### config.mk
export PLATFORM = sky130hd
export DESIGN_NAME = ssram_ft_ctrl_flat
export DESIGN_NICKNAME = d
export VERILOG_FILES = /design/src/rtl/ssram_ft_ctrl_if.sv /design/src/rtl/ssram_ft_ctrl.sv /design/src/flat_wrapper.sv
export SDC_FILE = /design/constraint.sdc
export NUM_CORES = 1
export LEC_CHECK = 0
export CAP_MARGIN = 10
export CORE_ASPECT_RATIO = 0.8
export CORE_MARGIN = 2
export CORE_UTILIZATION = 33
export DETAILED_ROUTE_END_ITERATION = 16
export GPL_TIMING_DRIVEN = 1
export SETUP_SLACK_MARGIN = 0.1
export SLEW_MARGIN = 20
export SYNTH_ARGS = -nofsm -noshare
export SYNTH_HDL_FRONTEND = slang
export SYNTH_SLANG_ARGS = --single-unit
### constraint.sdc
create_clock -name CLK -period 4.1 [get_ports CLK]
set_clock_uncertainty 0.1 [all_clocks]
set_input_delay 0.82 -clock CLK [delete_from_list [all_inputs] [get_ports CLK]]
set_output_delay 0.82 -clock CLK [all_outputs]
set_load 0.05 [all_outputs]
### src/rtl/ssram_ft_ctrl_if.sv
// Host-side command, write-data and read-return channels of the flow-through SSRAM controller.
interface ssram_ft_ctrl_if #(
    parameter int ADDR_W = 16
);
    logic              cmd_valid;
    logic              cmd_ready;
    logic              cmd_we;
    logic              cmd_len4;
    logic [ADDR_W-1:0] cmd_addr;
    logic              wd_valid;
    logic              wd_ready;
    logic [17:0]       wd_data;
    logic [1:0]        wd_be;
    logic              rd_valid;
    logic [17:0]       rd_data;
    logic              sleep_req;

    modport master (
        output cmd_valid, cmd_we, cmd_len4, cmd_addr,
        output wd_valid, wd_data, wd_be, sleep_req,
        input  cmd_ready, wd_ready, rd_valid, rd_data
    );

    modport slave (
        input  cmd_valid, cmd_we, cmd_len4, cmd_addr,
        input  wd_valid, wd_data, wd_be, sleep_req,
        output cmd_ready, wd_ready, rd_valid, rd_data
    );
endinterface

### src/rtl/ssram_ft_ctrl.sv
// Burst controller for a CY7C1297H flow-through x18 SSRAM: ADSC/ADV linear bursts,
// write suspend on host backpressure, read/write turnaround and ZZ sleep sequencing.
module ssram_ft_ctrl #(
    parameter int ADDR_W   = 16,
    parameter int WAKE_CYC = 2
) (
    input  logic              CLK,
    input  logic              RST,
    ssram_ft_ctrl_if.slave    host,
    output logic [ADDR_W-1:0] ADDR,
    output logic              ADSC_N,
    output logic              ADSP_N,
    output logic              ADV_N,
    output logic              GW_N,
    output logic              BWE_N,
    output logic              BWa_N,
    output logic              BWb_N,
    output logic              CE1_N,
    output logic              CE2,
    output logic              CE3_N,
    output logic              OE_N,
    output logic              ZZ,
    output logic              MODE,
    output logic [17:0]       DQ_out,
    output logic              DQ_oe,
    input  logic [17:0]       DQ_in
);

    typedef enum logic [2:0] {
        S_IDLE,
        S_RD,
        S_WR,
        S_TURN,
        S_SLEEP,
        S_WAKE
    } state_t;

    state_t            r_state;
    logic [1:0]        r_beat;
    logic              r_len4;
    logic [ADDR_W-1:0] r_addr;
    logic [3:0]        r_wcnt;
    logic [17:0]       r_cap;
    logic              r_cap_v;

    logic w_cmd_acc;
    logic w_wd_acc;
    logic w_wr_last;
    logic w_rd_cyc;

    assign w_cmd_acc = host.cmd_valid && host.cmd_ready;
    assign w_wd_acc  = host.wd_valid && host.wd_ready;
    assign w_wr_last = (r_beat == (r_len4 ? 2'd3 : 2'd0));
    // Flow-through: the word for a read address cycle is on DQ_in before the closing edge.
    assign w_rd_cyc  = (!ADSC_N || !ADV_N) && !OE_N;

    always_ff @(posedge CLK) begin
        ADSP_N <= 1'b1;
        GW_N   <= 1'b1;
        MODE   <= 1'b0;
        CE2    <= 1'b1;
        CE3_N  <= 1'b0;
        if (RST) begin
            r_state        <= S_IDLE;
            r_beat         <= '0;
            r_len4         <= 1'b0;
            r_addr         <= '0;
            r_wcnt         <= '0;
            r_cap          <= '0;
            r_cap_v        <= 1'b0;
            ADDR           <= '0;
            ADSC_N         <= 1'b1;
            ADV_N          <= 1'b1;
            BWE_N          <= 1'b1;
            BWa_N          <= 1'b1;
            BWb_N          <= 1'b1;
            CE1_N          <= 1'b1;
            OE_N           <= 1'b1;
            ZZ             <= 1'b0;
            DQ_out         <= '0;
            DQ_oe          <= 1'b0;
            host.cmd_ready <= 1'b0;
            host.wd_ready  <= 1'b0;
            host.rd_valid  <= 1'b0;
            host.rd_data   <= '0;
        end else begin
            ADSC_N <= 1'b1;
            ADV_N  <= 1'b1;
            BWE_N  <= 1'b1;
            BWa_N  <= 1'b1;
            BWb_N  <= 1'b1;
            CE1_N  <= 1'b1;
            DQ_oe  <= 1'b0;

            r_cap_v <= w_rd_cyc;
            if (w_rd_cyc) begin
                r_cap <= DQ_in;
            end
            host.rd_valid <= r_cap_v;
            if (r_cap_v) begin
                host.rd_data <= r_cap;
            end

            case (r_state)
                S_IDLE: begin
                    if (w_cmd_acc) begin
                        host.cmd_ready <= 1'b0;
                        r_len4         <= host.cmd_len4;
                        if (host.cmd_we) begin
                            r_state       <= S_WR;
                            r_addr        <= host.cmd_addr;
                            r_beat        <= '0;
                            host.wd_ready <= 1'b1;
                        end else begin
                            r_state <= S_RD;
                            ADSC_N  <= 1'b0;
                            CE1_N   <= 1'b0;
                            ADDR    <= host.cmd_addr;
                            OE_N    <= 1'b0;
                            r_beat  <= host.cmd_len4 ? 2'd3 : 2'd0;
                        end
                    end else if (host.sleep_req) begin
                        r_state        <= S_SLEEP;
                        ZZ             <= 1'b1;
                        host.cmd_ready <= 1'b0;
                    end else begin
                        host.cmd_ready <= 1'b1;
                    end
                end

                S_RD: begin
                    if (r_beat != 2'd0) begin
                        ADV_N  <= 1'b0;
                        r_beat <= r_beat - 2'd1;
                    end else begin
                        OE_N    <= 1'b1;
                        r_state <= S_TURN;
                    end
                end

                S_WR: begin
                    if (host.wd_ready) begin
                        if (w_wd_acc) begin
                            BWE_N  <= 1'b0;
                            BWa_N  <= ~host.wd_be[0];
                            BWb_N  <= ~host.wd_be[1];
                            DQ_out <= host.wd_data;
                            DQ_oe  <= 1'b1;
                            if (r_beat == 2'd0) begin
                                ADSC_N <= 1'b0;
                                CE1_N  <= 1'b0;
                                ADDR   <= r_addr;
                            end else begin
                                ADV_N <= 1'b0;
                            end
                            if (w_wr_last) begin
                                host.wd_ready <= 1'b0;
                            end else begin
                                r_beat <= r_beat + 2'd1;
                            end
                        end
                    end else begin
                        // Final beat is on the pins this cycle; TURN follows it.
                        r_state <= S_TURN;
                    end
                end

                S_TURN: begin
                    r_state        <= S_IDLE;
                    host.cmd_ready <= ~host.sleep_req;
                end

                S_SLEEP: begin
                    if (!host.sleep_req) begin
                        r_state <= S_WAKE;
                        ZZ      <= 1'b0;
                        r_wcnt  <= 4'(WAKE_CYC - 1);
                    end
                end

                S_WAKE: begin
                    if (host.sleep_req) begin
                        r_state <= S_SLEEP;
                        ZZ      <= 1'b1;
                    end else if (r_wcnt == 4'd0) begin
                        r_state        <= S_IDLE;
                        host.cmd_ready <= 1'b1;
                    end else begin
                        r_wcnt <= r_wcnt - 4'd1;
                    end
                end

                default: begin
                    r_state <= S_IDLE;
                end
            endcase
        end
    end

endmodule

### src/flat_wrapper.sv
// flat-port wrapper written by rule: the top's interface ports become plain ports
module ssram_ft_ctrl_flat 
#(
    parameter int ADDR_W   = 16,
    parameter int WAKE_CYC = 2
)
  (CLK, RST, ADDR, ADSC_N, ADSP_N, ADV_N, GW_N, BWE_N, BWa_N, BWb_N, CE1_N, CE2, CE3_N, OE_N, ZZ, MODE, DQ_out, DQ_oe, DQ_in, host_cmd_valid, host_cmd_we, host_cmd_len4, host_cmd_addr, host_wd_valid, host_wd_data, host_wd_be, host_sleep_req, host_cmd_ready, host_wd_ready, host_rd_valid, host_rd_data);
  ssram_ft_ctrl_if #(.ADDR_W(ADDR_W)) host_i ();
  input  logic CLK;
  input  logic RST;
  output logic [ADDR_W-1:0] ADDR;
  output logic ADSC_N;
  output logic ADSP_N;
  output logic ADV_N;
  output logic GW_N;
  output logic BWE_N;
  output logic BWa_N;
  output logic BWb_N;
  output logic CE1_N;
  output logic CE2;
  output logic CE3_N;
  output logic OE_N;
  output logic ZZ;
  output logic MODE;
  output logic [17:0] DQ_out;
  output logic DQ_oe;
  input  logic [17:0] DQ_in;
  input wire logic [$bits(host_i.cmd_valid)-1:0] host_cmd_valid;
  input wire logic [$bits(host_i.cmd_we)-1:0] host_cmd_we;
  input wire logic [$bits(host_i.cmd_len4)-1:0] host_cmd_len4;
  input wire logic [$bits(host_i.cmd_addr)-1:0] host_cmd_addr;
  input wire logic [$bits(host_i.wd_valid)-1:0] host_wd_valid;
  input wire logic [$bits(host_i.wd_data)-1:0] host_wd_data;
  input wire logic [$bits(host_i.wd_be)-1:0] host_wd_be;
  input wire logic [$bits(host_i.sleep_req)-1:0] host_sleep_req;
  output wire logic [$bits(host_i.cmd_ready)-1:0] host_cmd_ready;
  output wire logic [$bits(host_i.wd_ready)-1:0] host_wd_ready;
  output wire logic [$bits(host_i.rd_valid)-1:0] host_rd_valid;
  output wire logic [$bits(host_i.rd_data)-1:0] host_rd_data;
  assign host_i.cmd_valid = host_cmd_valid;
  assign host_i.cmd_we = host_cmd_we;
  assign host_i.cmd_len4 = host_cmd_len4;
  assign host_i.cmd_addr = host_cmd_addr;
  assign host_i.wd_valid = host_wd_valid;
  assign host_i.wd_data = host_wd_data;
  assign host_i.wd_be = host_wd_be;
  assign host_i.sleep_req = host_sleep_req;
  assign host_cmd_ready = host_i.cmd_ready;
  assign host_wd_ready = host_i.wd_ready;
  assign host_rd_valid = host_i.rd_valid;
  assign host_rd_data = host_i.rd_data;
  ssram_ft_ctrl #(.ADDR_W(ADDR_W), .WAKE_CYC(WAKE_CYC)) u_core (.CLK(CLK), .RST(RST), .host(host_i), .ADDR(ADDR), .ADSC_N(ADSC_N), .ADSP_N(ADSP_N), .ADV_N(ADV_N), .GW_N(GW_N), .BWE_N(BWE_N), .BWa_N(BWa_N), .BWb_N(BWb_N), .CE1_N(CE1_N), .CE2(CE2), .CE3_N(CE3_N), .OE_N(OE_N), .ZZ(ZZ), .MODE(MODE), .DQ_out(DQ_out), .DQ_oe(DQ_oe), .DQ_in(DQ_in));
endmodule
==> reports/metrics.cfg <==
[status]
status = finished, final reports clean

[die]
ioPinCount = 130
die-area_um2 = 14400
initial_core_util = 0.342
core-area_um2 = 13000
die_y_um = 108
die_w_um = 134
num_rows = 37

[clock_tree]
clock_sinks = 108
holdBufCountCts = 0
cts_buffers = 9
clk_pin_slew_ns = 0.07
cts_setup_buffers = 0
clock_latency_ns = 0.34
cts_resized = 0
root_buffer = clkbuf_16
cts_tree = done
ctsLongestPathBuffers = 2
htree_levels = 3

[sta]
tns_ns = 0
grt_setup_unrepaired = false
fmax_mhz = 391
min_period_ns = 2.56
holdWs_ns = 0.354
max-slew-margin-rel = 0.296
final_hold_viol_count = 0
maxSlewViolCount = 0
setup_viol = 0
period_share = 0.624
worst_pin_slew_ns = 1.06

[detailed_routing]
drcViolationCount = 0
drt-initial-drc-count = 188
viasPerCell = 4.75
first_pass_iters = 4
wl_um = 10500
drtAntennaViolNets = 0
via_count = 3627
wl_per_cell_um = 13.7

[layout]
regArea_um2 = 2160
fin_area_um2 = 5980
utilization = 0.460
antennaDiodeCount = 0
area_growth_pct = 34.4
multi_input_area_um2 = 2020
fillers = 1249
drive_gt1_frac = 0.0577
layout.nets = 647

[critical_path]
cp.arrival_ns = 1.64
critPathCapture = host_cmd_ready
critical_path_depth = 1
cp_top_family = buffers and inverters
cp_data_required_time_ns = 3.18
path_class = reg2out
r2r_slack_ns = 1.63
worstPathCellList = clkdlybuf4s50_1
cp_num_buf_inv = 1
reg2reg_from = u_core.r_state[0]
cp-end-kind = output port
reg2reg_depth = 4
startpoint = u_core.host.cmd_ready
reg2reg_to = u_core.r_beat[1]
slowest_delay_ns = 0.85
slowest_stage = clkdlybuf4s50_1
path_max_fanout = 6
cp-start-kind = flip-flop

[synthesis]
synth_edf_count = 0
ys_async_sr_fraction = 0
ys_ff_latch = 108
synth.area.mux_share = 0.122
synth_xor_area_frac = 0.00394
ys.flop_type = dfxtp_1
synth-compound-area-share = 0.138
syn_inst = 487
synth.avg_cell_area_um2 = 9.13
yosysWarnings = 0
synth_top_family_by_area = simple AND/OR/NAND/NOR gates
synth_cell_types = 51
synth-simple-area-share = 0.179
synth_fa_ha_area_frac = 0.00563
ys_seq_area_frac = 0.486
syn_area_um2 = 4450

[global_route]
grt_busiest_layer = met2
grt_usage = 0.148
grt-ovfl-total = 0
grt_pass1_vias = 3466
grt_use_met1 = 0.190
antenna_found_initial = 0
grt_max_degree = 107
grt_use_met3 = 0.0565
grt_pass1_wl_um = 17100
grt.met2_usage = 0.227

[power]
ir_drop_mv = 0.277
power_density_nw_per_um2 = 473
p_leak_nw = 2.11

[place]
post_dp_cell_area_um2 = 5670
dpl.hpwl_um = 7090
port_buffers = 124
place_congestion = 0.776

[worst_hold_path]
hold_class = reg2reg

[flow_run]
drv_cap = 0

-- logic make-up (layout without fill, tap and decap cells) --
kind of cell,count (synthesis),count (layout)
AND/OR/NAND/NOR,180,180
flip-flops,108,108
AO/OA/AOI/OAI,92,92
multiplexers,54,54
buffers and inverters,47,146
adder cells (fa/ha/maj),2,2
other,2,5
XOR/XNOR,2,2
-- per-stage QoR --
step	worst slack [ns]	instances	total power, mW
2_1_floorplan	2.16	490	1.83
3_3_place_gp	1.40	748	1.95
4_1_cts	1.52	764	2.86
5_1_grt	1.41	764	2.97
3_5_place_dp	1.34	748	1.97
6_report	1.54	764	2.83
-- synthesized netlist by cell type (2+ instances only) --
cell / instances / area share
nor3_1: 8 / 0.0090
o21bai_1: 2 / 0.0034
nor2_2: 2 / 0.0028
nor2_1: 66 / 0.056
buf_6: 5 / 0.013
conb_1: 2 / 0.0017
buf_4: 10 / 0.017
nor2b_1: 3 / 0.0042
ha_1: 2 / 0.0056
buf_1: 3 / 0.0025
and2_1: 2 / 0.0028
nor3b_1: 3 / 0.0051
nand2b_1: 5 / 0.0070
o21ai_0: 4 / 0.0045
a21o_1: 4 / 0.0068
dfxtp_1: 108 / 0.49
mux2i_1: 54 / 0.12
a211oi_1: 17 / 0.029
buf_2: 11 / 0.012
clkbuf_1: 13 / 0.011
a21oi_1: 50 / 0.056
a311oi_1: 2 / 0.0039
inv_1: 4 / 0.0034
nand2_1: 80 / 0.068
-- power by group --
| group | internal, mW | switching (mW) | leakage, nW |
|---|---|---|---|
| logic | 0.324 | 0.388 | 1.09 |
| clock network | 0.509 | 0.373 | 0.150 |
| registers | 1.11 | 0.126 | 0.872 |
-- cell usage in the layout, fill, tap and decap left out, types with 3 or more instances in the layout --
master	instances
dfxtp_1	107
nor2b_1	3
clkdlybuf4s50_1	123
nand2b_1	5
clkbuf_16	9
a21o_1	4
nor2_1	66
mux2i_1	54
conb_1	5
inv_1	4
nand2_1	80
a21oi_1	50
nor3b_1	3
o21ai_0	4
nor3_1	7
a211oi_1	17
-- registers in the layout, indices dropped and copies added (netlist names), 2 cells and up --
register             flops
u_core.ADDR             16
u_core.DQ_out           18
u_core.host.rd_data     18
u_core.r_addr           16
u_core.r_beat            2
u_core.r_cap            18
u_core.r_state           3
u_core.r_wcnt            4
-- per-layer routing --
layer	wire, um	vias to the layer above
met1	4940	1694
met3	701	13
li1	-	1835
met5	0	-
met2	4680	85
met4	170	0
-- worst min path at each step --
stage / from / depth (start not counted) / slack [ns] / to
after floorplan: u_core.r_cap[0] / 2 / 0.34 / u_core.r_cap[0]
after global placement: u_core.r_cap[17] / 2 / 0.34 / u_core.r_cap[17]
after detailed placement: u_core.DQ_out[15] / 2 / 0.35 / u_core.DQ_out[15]
after CTS: u_core.DQ_out[15] / 2 / 0.36 / u_core.DQ_out[15]
after global routing: u_core.DQ_out[15] / 2 / 0.37 / u_core.DQ_out[15]
final: u_core.DQ_out[15] / 2 / 0.35 / u_core.DQ_out[15]
-- area by class of cell --
class,instances,area share
Sequential cell,108,0.362
Multi-Input combinational cell,335,0.338
Timing Repair Buffer,126,0.210
Clock buffer,13,0.0435
Tap cell,175,0.0366
Clock inverter,3,0.00733
Inverter,4,0.00251
(Power assumes the default switching activity.)
